**config.mk**
```make
export PLATFORM = sky130hd
export DESIGN_NAME = branch_ctrl_flat
export DESIGN_NICKNAME = d
export VERILOG_FILES = /design/src/rtl/branch_ctrl_if.sv /design/src/rtl/branch_ctrl.sv /design/src/flat_wrapper.sv
export SDC_FILE = /design/constraint.sdc
export NUM_CORES = 1
export LEC_CHECK = 0
export CAP_MARGIN = 20
export CORE_ASPECT_RATIO = 1.2
export CORE_MARGIN = 4
export CORE_UTILIZATION = 30
export CTS_CLUSTER_DIAMETER = 200
export CTS_CLUSTER_SIZE = 40
export DETAILED_ROUTE_END_ITERATION = 6
export GPL_TIMING_DRIVEN = 1
export MAX_ROUTING_LAYER = met4
export SLEW_MARGIN = 20
export SYNTH_ARGS = -nofsm -noshare
export SYNTH_HDL_FRONTEND = slang
export SYNTH_SLANG_ARGS = --single-unit
```
**constraint.sdc**
```tcl
create_clock -name clk -period 4.3 [get_ports clk]
set_clock_uncertainty 0.2 [all_clocks]
set_input_delay 0.86 -clock clk [delete_from_list [all_inputs] [get_ports clk]]
set_output_delay 0.86 -clock clk [all_outputs]
set_load 0.005 [all_outputs]
```
**src/rtl/branch_ctrl_if.sv**
```systemverilog
`default_nettype none
// ============================================================================
// Module   : branch_ctrl_if
// Brief    : Bundle between the branch sequencer, main control, ALU and PC.
// Revision : 1.0
// ============================================================================
interface branch_ctrl_if #(
    parameter int CNT_W = 16
);
    logic             start;
    logic [1:0]       cond_sel;
    logic [31:0]      pc_plus4;
    logic [15:0]      offset;
    logic [31:0]      rs_val;
    logic [31:0]      rt_val;
    logic             alu_gnt;
    logic [31:0]      alu_result;
    logic             alu_zero;
    logic             alu_gt;
    logic             cnt_clr;

    logic             alu_req;
    logic [2:0]       alu_op;
    logic [31:0]      alu_a;
    logic [31:0]      alu_b;
    logic             pc_write;
    logic [31:0]      pc_next;
    logic             busy;
    logic             done;
    logic             taken;
    logic [CNT_W-1:0] taken_cnt;

    modport master (
        output start, cond_sel, pc_plus4, offset, rs_val, rt_val,
               alu_gnt, alu_result, alu_zero, alu_gt, cnt_clr,
        input  alu_req, alu_op, alu_a, alu_b, pc_write, pc_next,
               busy, done, taken, taken_cnt
    );

    modport slave (
        input  start, cond_sel, pc_plus4, offset, rs_val, rt_val,
               alu_gnt, alu_result, alu_zero, alu_gt, cnt_clr,
        output alu_req, alu_op, alu_a, alu_b, pc_write, pc_next,
               busy, done, taken, taken_cnt
    );
endinterface
`default_nettype wire

```
**src/rtl/branch_ctrl.sv**
```systemverilog
`default_nettype none
// ============================================================================
// Module   : branch_ctrl
// Brief    : Multicycle conditional-branch sequencer sharing the datapath ALU.
// Revision : 1.0
// ============================================================================
module branch_ctrl #(
    parameter int CNT_W = 16
) (
    input  wire logic    clk,
    input  wire logic    reset,
    branch_ctrl_if.slave bus
);
    typedef enum logic [1:0] {
        S_IDLE    = 2'd0,
        S_TARGET  = 2'd1,
        S_COMPARE = 2'd2,
        S_RESOLVE = 2'd3
    } state_t;

    localparam logic [2:0]       C_OP_NONE = 3'b000;
    localparam logic [2:0]       C_OP_ADD  = 3'b001;
    localparam logic [2:0]       C_OP_SUB  = 3'b010;
    localparam logic [CNT_W-1:0] C_CNT_MAX = '1;
    localparam logic [CNT_W-1:0] C_CNT_ONE = CNT_W'(1);

    state_t           r_state;
    state_t           w_state_nxt;
    logic [1:0]       r_sel;
    logic [31:0]      r_a;
    logic [31:0]      r_b;
    logic [31:0]      r_pc4;
    logic [15:0]      r_off;
    logic [31:0]      r_tgt;
    logic             r_eq;
    logic             r_gt;
    logic             r_taken;
    logic [CNT_W-1:0] r_taken_cnt;

    logic [31:0]      w_off_ext;
    logic             w_cond;
    logic             w_alu_req;
    logic [2:0]       w_alu_op;
    logic [31:0]      w_alu_a;
    logic [31:0]      w_alu_b;
    logic             w_pc_write;
    logic [31:0]      w_pc_next;
    logic             w_done;
    logic             w_taken;

    // Word offset turned into a byte displacement.
    assign w_off_ext = {{14{r_off[15]}}, r_off, 2'b00};

    always_comb begin
        w_cond = 1'b0;
        case (r_sel)
            2'b00:   w_cond = r_eq;
            2'b01:   w_cond = ~r_eq;
            2'b10:   w_cond = ~r_gt;
            default: w_cond = r_gt;
        endcase
    end

    always_ff @(posedge clk) begin
        if (reset) begin
            r_state     <= S_IDLE;
            r_sel       <= 2'b00;
            r_a         <= '0;
            r_b         <= '0;
            r_pc4       <= '0;
            r_off       <= '0;
            r_tgt       <= '0;
            r_eq        <= 1'b0;
            r_gt        <= 1'b0;
            r_taken     <= 1'b0;
            r_taken_cnt <= '0;
        end else begin
            r_state <= w_state_nxt;
            case (r_state)
                S_IDLE: begin
                    if (bus.start) begin
                        r_sel <= bus.cond_sel;
                        r_a   <= bus.rs_val;
                        r_b   <= bus.rt_val;
                        r_pc4 <= bus.pc_plus4;
                        r_off <= bus.offset;
                    end
                end
                S_TARGET: begin
                    if (bus.alu_gnt) r_tgt <= bus.alu_result;
                end
                S_COMPARE: begin
                    if (bus.alu_gnt) begin
                        r_eq <= bus.alu_zero;
                        r_gt <= bus.alu_gt;
                    end
                end
                default: r_taken <= w_cond;
            endcase
            // A clear beats a coincident increment.
            if (bus.cnt_clr) begin
                r_taken_cnt <= '0;
            end else if (r_state == S_RESOLVE && w_cond && r_taken_cnt != C_CNT_MAX) begin
                r_taken_cnt <= r_taken_cnt + C_CNT_ONE;
            end
        end
    end

    always_comb begin
        w_state_nxt = r_state;
        w_alu_req   = 1'b0;
        w_alu_op    = C_OP_NONE;
        w_alu_a     = '0;
        w_alu_b     = '0;
        w_pc_write  = 1'b0;
        w_pc_next   = '0;
        w_done      = 1'b0;
        w_taken     = r_taken;
        case (r_state)
            S_IDLE: begin
                if (bus.start) w_state_nxt = S_TARGET;
            end
            S_TARGET: begin
                w_alu_req = 1'b1;
                w_alu_op  = C_OP_ADD;
                w_alu_a   = r_pc4;
                w_alu_b   = w_off_ext;
                if (bus.alu_gnt) w_state_nxt = S_COMPARE;
            end
            S_COMPARE: begin
                w_alu_req = 1'b1;
                w_alu_op  = C_OP_SUB;
                w_alu_a   = r_a;
                w_alu_b   = r_b;
                if (bus.alu_gnt) w_state_nxt = S_RESOLVE;
            end
            default: begin
                w_done      = 1'b1;
                w_taken     = w_cond;
                w_pc_write  = w_cond;
                w_pc_next   = r_tgt;
                w_state_nxt = S_IDLE;
            end
        endcase
    end

    assign bus.alu_req   = w_alu_req;
    assign bus.alu_op    = w_alu_op;
    assign bus.alu_a     = w_alu_a;
    assign bus.alu_b     = w_alu_b;
    assign bus.pc_write  = w_pc_write;
    assign bus.pc_next   = w_pc_next;
    assign bus.busy      = (r_state != S_IDLE);
    assign bus.done      = w_done;
    assign bus.taken     = w_taken;
    assign bus.taken_cnt = r_taken_cnt;
endmodule
`default_nettype wire

```
**src/flat_wrapper.sv**
```systemverilog
// flat-port wrapper written by rule: the top's interface ports become plain ports
module branch_ctrl_flat 
#(
    parameter int CNT_W = 16
)
  (clk, reset, bus_start, bus_cond_sel, bus_pc_plus4, bus_offset, bus_rs_val, bus_rt_val, bus_alu_gnt, bus_alu_result, bus_alu_zero, bus_alu_gt, bus_cnt_clr, bus_alu_req, bus_alu_op, bus_alu_a, bus_alu_b, bus_pc_write, bus_pc_next, bus_busy, bus_done, bus_taken, bus_taken_cnt);
  branch_ctrl_if #(.CNT_W(CNT_W)) bus_i ();
  input  wire logic clk;
  input  wire logic reset;
  input wire logic [$bits(bus_i.start)-1:0] bus_start;
  input wire logic [$bits(bus_i.cond_sel)-1:0] bus_cond_sel;
  input wire logic [$bits(bus_i.pc_plus4)-1:0] bus_pc_plus4;
  input wire logic [$bits(bus_i.offset)-1:0] bus_offset;
  input wire logic [$bits(bus_i.rs_val)-1:0] bus_rs_val;
  input wire logic [$bits(bus_i.rt_val)-1:0] bus_rt_val;
  input wire logic [$bits(bus_i.alu_gnt)-1:0] bus_alu_gnt;
  input wire logic [$bits(bus_i.alu_result)-1:0] bus_alu_result;
  input wire logic [$bits(bus_i.alu_zero)-1:0] bus_alu_zero;
  input wire logic [$bits(bus_i.alu_gt)-1:0] bus_alu_gt;
  input wire logic [$bits(bus_i.cnt_clr)-1:0] bus_cnt_clr;
  output wire logic [$bits(bus_i.alu_req)-1:0] bus_alu_req;
  output wire logic [$bits(bus_i.alu_op)-1:0] bus_alu_op;
  output wire logic [$bits(bus_i.alu_a)-1:0] bus_alu_a;
  output wire logic [$bits(bus_i.alu_b)-1:0] bus_alu_b;
  output wire logic [$bits(bus_i.pc_write)-1:0] bus_pc_write;
  output wire logic [$bits(bus_i.pc_next)-1:0] bus_pc_next;
  output wire logic [$bits(bus_i.busy)-1:0] bus_busy;
  output wire logic [$bits(bus_i.done)-1:0] bus_done;
  output wire logic [$bits(bus_i.taken)-1:0] bus_taken;
  output wire logic [$bits(bus_i.taken_cnt)-1:0] bus_taken_cnt;
  assign bus_i.start = bus_start;
  assign bus_i.cond_sel = bus_cond_sel;
  assign bus_i.pc_plus4 = bus_pc_plus4;
  assign bus_i.offset = bus_offset;
  assign bus_i.rs_val = bus_rs_val;
  assign bus_i.rt_val = bus_rt_val;
  assign bus_i.alu_gnt = bus_alu_gnt;
  assign bus_i.alu_result = bus_alu_result;
  assign bus_i.alu_zero = bus_alu_zero;
  assign bus_i.alu_gt = bus_alu_gt;
  assign bus_i.cnt_clr = bus_cnt_clr;
  assign bus_alu_req = bus_i.alu_req;
  assign bus_alu_op = bus_i.alu_op;
  assign bus_alu_a = bus_i.alu_a;
  assign bus_alu_b = bus_i.alu_b;
  assign bus_pc_write = bus_i.pc_write;
  assign bus_pc_next = bus_i.pc_next;
  assign bus_busy = bus_i.busy;
  assign bus_done = bus_i.done;
  assign bus_taken = bus_i.taken;
  assign bus_taken_cnt = bus_i.taken_cnt;
  branch_ctrl #(.CNT_W(CNT_W)) u_core (.clk(clk), .reset(reset), .bus(bus_i));
endmodule
```
# [Word level (Yosys, flattened, before mapping)]
# Index checks and enable logic that the tools add are counted.
# W data, S select, Z words.
[word_totals] reg_bits=167 input_bits=153 wordCells=48
[op_classes] addsub=1 n_eq_ne=9 mux=13 bitwise_logic=2 n_reduce_logical=12
[ops] op="$pmux W32 S2" count=2
[ops] op="$mux W32" count=1
[ops] op="$add A16 B1 Y16 const B" count=1
[ops] op="$ne A16 B16 Y1 const B" count=1
[ops] op="$eq A2 B2 Y1 const B" count=3
[ops] op="$mux W2" count=3
[ops] op="$ne A2 B2 Y1 const B" count=3
[ops] op="$pmux W2 S3" count=1
[ops] op="$reduce_and A2 Y1" count=3
[ops] op="$eq A2 B1 Y1 const B" count=2
[ops] op="$logic_not A2 Y1" count=2
[ops] op="$mux W1" count=4
[ops] op="$pmux W2 S2" count=1
[ops] op="$reduce_or A2 Y1" count=2
[ops] op="$pmux W1 S3" count=1
[ops] op="$reduce_and A3 Y1" count=1
[ops] op="$reduce_or A3 Y1" count=1
[ops] op="$logic_and A1 B1 Y1" count=2
[ops] op="$not A1 Y1" count=2
[ops] op="$reduce_bool A2 Y1" count=1

# [Logic depth before layout (Yosys ltp)]
# Gate-level depths: netlist of the first run.
[depth] depth_word=4 ltp_mapped=8 mapped_depth_nobuf=7

# [Least setup slack after synthesis of the first run]
# OpenSTA, ideal clock, no wires.
[synth_path] path_type="register to output" start="register u_core.r_state[0]" end="output bus_alu_b[17]" t_arrival_ns=1.609 slack_ns=1.631 stages_incl_launch_ff=8 cell_sequence="dfxtp_1 > inv_1 > ha_1 > clkbuf_1 > clkbuf_1 > buf_1 > nand2_1 > a21boi_0"
[synth_via] elab_chain_len=2 elab_cells_between_ends=3 classes_between="2 x eq/ne; 1 x mux"
[synth_lines] item="start: declaration" line_no="branch_ctrl.sv:27" rtl="state_t r_state;"
[synth_lines] item="start signal: assignment" line_no="branch_ctrl.sv:78" rtl="r_state <= w_state_nxt;"
[synth_lines] item="$eq A2 B2 Y1 / $eq A2 B1 Y1 (equally long branches)" line_no="branch_ctrl.sv:119" rtl="case (r_state)"
[synth_lines] item="$pmux W32 S2 *" line_no="branch_ctrl.sv:119"
[synth_lines] item="end: declaration" line_no="flat_wrapper.sv:24" rtl="output wire logic [$bits(bus_i.alu_b)-1:0] bus_alu_b;"
# Mark *: on every way between the ends. The rest lies on a longest branch, timed or not.

# [Worst setup path after layout of the first run]
[layout_path] start="register u_core.r_state[0]" end="output bus_alu_b[2]"
# Same word-level chain as after synthesis.

==> impl_metrics.ini, run 1 <==
[status]
outcome = completed

[power_and_ir_drop]
switching_share_pct = 34.0
power.density_mw_per_mm2 = 478
leakage_nw = 3.64
p_int_w = 0.00340
pwr-share-clk_pct = 30.3
switching_power_w = 0.00175
vdd_drop_max_mv = 0.263
seqPwrFrac_pct = 37.8
comb_power_share_pct = 31.9

[job]
max_cap_violations = 0

[critical_path]
path_buf_inv = 3
path_class = flop to output pin
path_cells = inv_1, ha_2, buf_12, a22oi_1, nor2b_1, clkdlybuf4s50_1
crit_path_max_incr_delay_ns = 0.62
crit_fanout = 41
rr_startpoint = u_core.r_state[0]
slowest_stage = ha_2
cp_data_required_time_ns = 3.24
critPathLaunchType = flop
cp.arrival_ns = 2.66
critPathLaunch = u_core.r_state[0]
endpoint_kind = output pin
critPathTopFamily = buffers and inverters

[detailed_routing]
drt_iter0_markers = 356
first_pass_iters = 5
routedWlPerCell_um = 15.6
drcViolationCount = 0
viasPerCell = 4.78
vias = 7207
postRouteWirelength_mm = 23.5
drtAntennaViolNets = 0

[die]
die-area_mm2 = 0.0267
initial_core_util_pct = 30.9
die_x_um = 150
core_mm2 = 0.0234
die_h_um = 178
rows = 61
io_pins = 273

[synth]
synthCells = 960
ys_types = 37
synth-seq-area-share_pct = 46.2
synth.cell_area_mm2 = 0.00723
ys.flop_type = dfxtp_1
synth-edff-count = 0
synth-async-reset-ratio_pct = 0
syn_avg_cell_area_um2 = 7.53
yosysWarningCount = 0
ys_ff_latch = 167
syn-num-nets = 1119

[global_routing]
overflow = 0
antenna_found_initial = 1
grt_start_max_net_pins = 93
grt_pass1_wl_mm = 36.3
use_met2_pct = 28.4
grt_pass1_vias = 6859
met1_usage_pct = 21.6
grt.busiest_layer = met2
grtUsageMet3_pct = 4.50
grt.total_usage_pct = 17.4

[timing]
finalCritPeriodShare_pct = 86.6
grt_setup_unrepaired = false
fin_crit_ns = 3.72
max_slew_margin_pct = 49.8
tns_ns = 0
setup_viol = 0
maxSlewViolCount = 0
worst_pin_slew_ns = 0.753
fmax_mhz = 269
hold_viol_final = 0

[clock_network]
cts_max_level = 4
cts_sinks = 167
clk_latency_ns = 0.42
cts-resized-gates = 0
postCtsHoldBufs = 0
ctsRootBufferMaster = clkbuf_16
cts_tree = done
clk_pin_slew_worst_paths_ns = 0.06
numCtsBuffers = 17
cts_setup_buffers = 0
clockBufferDepth = 2

[final_layout]
fin_util_pct = 45.9
fillers = 2410
syn_to_final_growth_pct = 48.9
final_nets = 1340
drive_gt1_share_pct = 4.36

[placed_design]
io_buffers = 271
gp_congestion = 0.788
hpwlAfterDp_mm = 15.7

[hold_path]
min_from = u_core.r_tgt[26]
hold_path_class = flop to flop
==> worst reg2reg max path, cell delays in order, from the launching register on <==
cell     delay (ns)
dfxtp_1        0.35
inv_1          0.11
ha_2           0.62
buf_12         0.31
nor2_1         0.08
o22ai_1        0.27
mux2i_1        0.23
nor2_1         0.05
==> synthesized netlist by cell type (all sizes together) (2+ instances only) <==
master	instances	area, um2
a21boi	15	113
a21oi	158	791
or4	4	30.0
nand4	6	37.5
inv	7	26.3
nor4	3	18.8
a22oi	47	353
nand2	325	1220
dfxtp	167	3340
clkbuf	58	218
nand3	7	35.0
nor3	2	10.0
mux2i	5	50.1
nor2b	51	319
o21ai	6	30.0
buf	20	93.8
nor2	9	33.8
and2	37	231
or3	10	67.6
o31ai	4	30.0
ha	6	75.1
==> cell usage in the layout, fill, tap and decap left out, drive strengths merged, types with 9 or more instances in the layout <==
cell | netlist | final
a21boi | 15 | 15
a21oi | 158 | 158
a22oi | 47 | 47
and2 | 37 | 37
buf | 20 | 10
clkbuf | 58 | 19
clkdlybuf4s50 | 0 | 270
dfxtp | 167 | 167
inv | 7 | 11
nand2 | 325 | 325
nor2 | 9 | 9
nor2b | 51 | 51
or3 | 10 | 10
==> power groups by stage <==
stage,Sequential (W),Combinational (W),Clock [W]
after floorplan,0.00194,0.00104,0
after global placement,0.00197,0.00166,0
after detailed placement,0.00198,0.00168,0
after CTS,0.00194,0.00168,0.00161
after global routing,0.00197,0.00183,0.00168
final,0.00194,0.00164,0.00156
==> layout make-up <==
cell class	count	area, um2	area share [%]
Antenna cell	1	2.50	0.0233
Clock buffer	19	453	4.21
Clock inverter	12	141	1.31
Inverter	7	26.3	0.244
Multi-Input combinational cell	708	3570	33.2
Sequential cell	167	3340	31.1
Tap cell	315	394	3.66
Timing Repair Buffer	280	2830	26.3
==> final timing paths <==
kind	to	slack, ns	cells after the start
worst max-delay path	bus_alu_b[2]	0.58	6
worst min-delay path	u_core.r_tgt[26]	0.25	2
worst max register to register	u_core.r_state[1]	1.95	7
worst min register to register	u_core.r_tgt[26]	0.25	2
==> metrics by stage <==
stage	cells	power [W]	hold WS [ns]	cell area, um2	setup slack [ns]
after floorplan	960	0.00298	0.232	7230	1.63
after global placement	1477	0.00363	0.237	10200	1.02
after detailed placement	1477	0.00365	0.242	10200	1.01
after CTS	1508	0.00523	0.252	10800	0.541
after global routing	1509	0.00548	0.270	10800	0.367
final	1509	0.00515	0.248	10800	0.577
==> logic make-up after synthesis <==
logic type	Yosys count	synth area share, %
AOI/OAI and AO/OA	238	19.2
muxes	5	0.692
and+or+nand+nor	457	28.0
adders and majority gates	6	1.04
DFF	167	46.2
buffers and inverters	85	4.67
xor gates and xnor gates	1	0.121
other	1	0.0519
==> sequential cells by signal (all words and copies together) (netlist names) <==
signal,flops
u_core.bus.taken_cnt,16
u_core.r_a,32
u_core.r_b,32
u_core.r_eq,1
u_core.r_gt,1
u_core.r_off,16
u_core.r_pc4,32
u_core.r_sel,2
u_core.r_state,2
u_core.r_taken,1
u_core.r_tgt,32
==> per-layer routing <==
layer  wire length (um)  share of wire [%]
met2              11700                 50
met4                247                1.1
met3               1310                5.6
met1              10200                 44
met5                  0                  0
Power figures use the tool's default switching activity.
==> run 2, diff against run 1 <==
==> constraint.sdc (replaced) <==
create_clock -name clk -period 4.58 [get_ports clk]
set_clock_uncertainty 0.2 [all_clocks]
set_input_delay 0.916 -clock clk [delete_from_list [all_inputs] [get_ports clk]]
set_output_delay 0.916 -clock clk [all_outputs]
set_load 0.005 [all_outputs]
==> run 2 against run 1 <==
Core utilization down 0.10 points; register-to-register slack better by 0.18 ns; sequential cell count unchanged; sequential power down 6%; routed wire length up 0.54%; total power down 7.0%; sequential share of layout area up 0.069 points; via count down 1.2%; die area unchanged; cell count up 0.27%.
==> impl_metrics.ini, run 2 (synthesized netlist as in run 1, its figures left out) <==
[status]
outcome = completed

[timing]
fin_crit_ns = 3.75
worst_pin_slew_ns = 0.902
maxSlewViolCount = 0
finalCritPeriodShare_pct = 81.8
max_slew_margin_pct = 39.9
setup_viol = 0
worst_slack_ns = 0.834
tns_ns = 0
grt_setup_unrepaired = false
fmax_mhz = 267
hold_viol_final = 0

[critical_path]
critPathLaunch = u_core.r_state[0]
critPathCapture = bus_alu_a[3]
crit_fanout = 41
endpoint_kind = output pin
r2r-end = u_core.bus.taken_cnt[9]
critPathLaunchType = flop
cp.arrival_ns = 2.63
path_class = flop to output pin
cp_data_required_time_ns = 3.46
r2r_slack_ns = 2.13
rr_startpoint = u_core.r_state[0]
reg2regPathDepth = 6

[die]
die_h_um = 178
die-area_mm2 = 0.0267
die_x_um = 150
rows = 61
io_pins = 273
core_mm2 = 0.0234
initial_core_util_pct = 30.9

[power_and_ir_drop]
power.density_mw_per_mm2 = 446
vdd_drop_max_mv = 0.306
leakage_nw = 3.64
p_int_w = 0.00313
switching_share_pct = 34.5
pwr-share-clk_pct = 29.6
power.total_w = 0.00479
comb_power_share_pct = 32.2
switching_power_w = 0.00165
seqPwrFrac_pct = 38.2

[clock_network]
numCtsBuffers = 17
ctsRootBufferMaster = clkbuf_16
cts_tree = done
clk_latency_ns = 0.42
clk_pin_slew_worst_paths_ns = 0.06
cts_setup_buffers = 0
cts_max_level = 4
clockBufferDepth = 2
postCtsHoldBufs = 0
cts-resized-gates = 0
cts_sinks = 167

[detailed_routing]
viasPerCell = 4.71
drt_iter0_markers = 322
first_pass_iters = 5
postRouteWirelength_mm = 23.6
routedWlPerCell_um = 15.6
vias = 7122
drcViolationCount = 0
drtAntennaViolNets = 0

[job]
max_cap_violations = 0

[final_layout]
final_common_cell = nand2_1
final_nets = 1342
drive_gt1_share_pct = 4.60
syn_to_final_growth_pct = 48.5
layout_common_cells = nand2_1 (323), clkdlybuf4s50_1 (270), dfxtp_1 (167)

[global_routing]
grt_pass1_wl_mm = 36.6
antenna_found_initial = 1
grt_pass1_vias = 6895
overflow = 0
grt.total_usage_pct = 17.7
grt_start_max_net_pins = 82

[placed_design]
io_buffers = 271
gp_congestion = 0.810
hpwlAfterDp_mm = 16.3
place_ws_ns = 1.27

[hold_path]
hold_path_class = flop to flop
-- run 2: cell types whose count changed in the layout (fill, tap and decap cells not counted), moves of 2 or more --
cell / delta
buf_4: +4
clkinvlp_4: -3
buf_12: -2
clkinv_2: +2
clkinv_4: +2
inv_8: +2
-- run 2: power by group through the flow --
stage / logic, W / registers, W / clock network (W)
2_1_floorplan: 0.000975 / 0.00182 / 0
3_3_place_gp: 0.00156 / 0.00186 / 0
3_5_place_dp: 0.00157 / 0.00186 / 0
4_1_cts: 0.00157 / 0.00183 / 0.00146
5_1_grt: 0.00173 / 0.00186 / 0.00152
6_report: 0.00154 / 0.00183 / 0.00141
-- run 2: metal layers --
layer  part of all wire (%)  vias to the layer above  GRT usage [%]
li1                       -                     3626              -
met1                     42                     3296           20.4
met2                     51                      183           30.1
met3                    6.3                       17           5.24
met4                    1.4                        0           4.61
met5                      0                        -              -
-- run 2: layout make-up --
| class | instances | area (um2) |
|---|---|---|
| Tap cell | 315 | 394 |
| Timing Repair Buffer | 282 | 2820 |
| Sequential cell | 167 | 3340 |
| Clock buffer | 18 | 439 |
| Clock inverter | 14 | 139 |
| Antenna cell | 2 | 5.00 |
| Inverter | 7 | 26.3 |
| Fill cell | 2415 | 12700 |
| Multi-Input combinational cell | 708 | 3570 |
-- run 2: through the flow --
step,hold WS [ns],instances,utilization (%),instance area [um2]
after global placement,0.238,1479,43.3,10100
final,0.249,1513,45.8,10700
after global routing,0.268,1512,45.8,10700
after detailed placement,0.243,1479,43.3,10100
after floorplan,0.232,960,-,7230
after CTS,0.252,1511,45.8,10700
-- run 2: worst max-delay path, stage by stage, from the launching register on --
cell             delay, ns
dfxtp_1               0.35
inv_1                 0.10
ha_2                  0.62
buf_12                0.30
a22oi_1               0.13
nor2b_1               0.17
clkdlybuf4s50_1       0.54
-- run 2: how the worst min path moves through the flow --
| stage | start | to | slack (ns) | cells past startpoint |
|---|---|---|---|---|
| after floorplan | u_core.r_b[0] | u_core.r_b[0] | 0.23 | 2 |
| after global placement | u_core.r_tgt[30] | u_core.r_tgt[30] | 0.24 | 2 |
| after detailed placement | u_core.r_tgt[27] | u_core.r_tgt[27] | 0.24 | 2 |
| after CTS | u_core.r_tgt[1] | u_core.r_tgt[1] | 0.25 | 2 |
| after global routing | u_core.r_off[10] | u_core.r_off[10] | 0.27 | 2 |
| final | u_core.r_tgt[26] | u_core.r_tgt[26] | 0.25 | 2 |
==> run 3, diff against run 2 <==
==> constraint.sdc (replaced) <==
create_clock -name clk -period 3.9 [get_ports clk]
set_clock_uncertainty 0.2 [all_clocks]
set_input_delay 0.78 -clock clk [delete_from_list [all_inputs] [get_ports clk]]
set_output_delay 0.78 -clock clk [all_outputs]
set_load 0.005 [all_outputs]
==> run 3 against run 2 <==
First-iteration DRC count decreased by 5.6%; count of clock-buffer cells in the layout is the same; via count grew 2.0%; critical endpoint is now bus_alu_b[19]; register-to-register slack worse by 0.50 ns.
==> impl_metrics.ini, run 3 (synthesized netlist as in run 1, its figures left out) <==
[status]
outcome = completed

[final_layout]
fin_util_pct = 46.0
final_cells = 1512
final_nets = 1342
final_common_cell = nand2_1
layout_common_cells = nand2_1 (324), clkdlybuf4s50_1 (270), dfxtp_1 (167)
syn_to_final_growth_pct = 49.2
drive_gt1_share_pct = 4.52

[timing]
timing.hold.ws_ns = 0.250
finalCritPeriodShare_pct = 94.3
fin_crit_ns = 3.68
tns_ns = 0
max_slew_margin_pct = 47.8
fmax_mhz = 272
hold_viol_final = 0
setup_viol = 0
worst_slack_ns = 0.222
worst_pin_slew_ns = 0.782
maxSlewViolCount = 0
grt_setup_unrepaired = false

[global_routing]
grt_start_max_net_pins = 155
grt.total_usage_pct = 17.9
overflow = 0
antenna_found_initial = 1
grt_pass1_vias = 7088
grt_pass1_wl_mm = 37.4

[clock_network]
cts-resized-gates = 0
cts_sinks = 167
cts_setup_buffers = 0
clk_pin_slew_worst_paths_ns = 0.07
ctsRootBufferMaster = clkbuf_16
postCtsHoldBufs = 0
clockBufferDepth = 2
cts_max_level = 4
clk_latency_ns = 0.42
numCtsBuffers = 17
cts_tree = done

[detailed_routing]
routedWlPerCell_um = 15.7
postRouteWirelength_mm = 23.8
viasPerCell = 4.80
vias = 7264
drtAntennaViolNets = 0
first_pass_iters = 5
drt_iter0_markers = 304
drcViolationCount = 0

[power_and_ir_drop]
p_int_w = 0.00372
seqPwrFrac_pct = 37.5
switching_power_w = 0.00199
comb_power_share_pct = 32.6
switching_share_pct = 34.9
power.density_mw_per_mm2 = 530
pwr-share-clk_pct = 29.9
leakage_nw = 3.67
vdd_drop_max_mv = 0.401

[critical_path]
critPathTopFamily = buffers and inverters
slowest_stage = clkdlybuf4s50_1
endpoint_kind = output pin
path_class = flop to output pin
critPathLaunchType = flop
cp_data_required_time_ns = 2.92
crit_fanout = 17
cp.arrival_ns = 2.70
reg2regPathDepth = 6
crit_path_max_incr_delay_ns = 0.57
path_depth = 5
path_buf_inv = 2
path_cells = inv_1, ha_2, nand2_1, a21boi_0, clkdlybuf4s50_1

[placed_design]
dp.cells = 1479
place_ws_ns = 0.627
hpwlAfterDp_mm = 16.1
gp_congestion = 0.792
io_buffers = 271

[hold_path]
min_delay_path_depth = 2
hold_path_class = flop to flop

[die]
initial_core_util_pct = 30.9
rows = 61
die-area_mm2 = 0.0267
die_x_um = 150
io_pins = 273
die_h_um = 178
core_mm2 = 0.0234

[job]
max_cap_violations = 0
==> run 3: cell count changes in the layout (fill, tap and decap cells not counted), sizes merged <==
cell and delta:
clkinv -4, diode -1, clkinvlp -2, inv +6
==> run 3: per-stage QoR <==
step                      power (W)  area, um2
after floorplan             0.00328       7230
after global placement      0.00407      10200
after detailed placement    0.00408      10200
after CTS                   0.00582      10800
after global routing        0.00609      10800
final                       0.00572      10800
==> run 3: final cells by class <==
type,instances,area (um2)
sequential,167,3340
inverter,7,26.3
fill,2443,12600
antenna,1,2.50
multi-input combinational,708,3570
timing repair buffer,282,2860
clock inverter,14,150
clock buffer,18,439
tap,315,394
==> run 3: worst paths after layout <==
path / startpoint / slack, ns / endpoint
worst max register to register: u_core.r_state[0] / 1.63 / u_core.bus.taken_cnt[5]
worst max-delay path: u_core.r_state[1] / 0.22 / bus_alu_b[19]
worst min register to register: u_core.r_tgt[17] / 0.25 / u_core.r_tgt[17]
worst min-delay path: u_core.r_tgt[17] / 0.25 / u_core.r_tgt[17]
==> run 3: worst reg2reg max path, stage by stage (launching register included) <==
cell     delay (ns)
dfxtp_1        0.41
ha_1           0.24
nand2_1        0.07
or3_4          0.34
a21o_1         0.30
or4_1          0.50
a21oi_1        0.15
==> run 3: metal layers <==
layer  vias up  global-route usage, %  share of wire (%)
met2       227                   30.3                 50
met4         0                   5.53                2.3
met3        28                   4.35                6.1
li1       3624                      -                  -
met5         -                      -                  0
met1      3385                   21.2                 42
==> run 3: power groups by stage <==
stage / sequential (W) / combinational, W / clock [W]
6_report: 0.00214 / 0.00186 / 0.00171
5_1_grt: 0.00218 / 0.00207 / 0.00184
4_1_cts: 0.00214 / 0.00190 / 0.00177
3_5_place_dp: 0.00218 / 0.00190 / 0
3_3_place_gp: 0.00218 / 0.00189 / 0
2_1_floorplan: 0.00214 / 0.00114 / 0
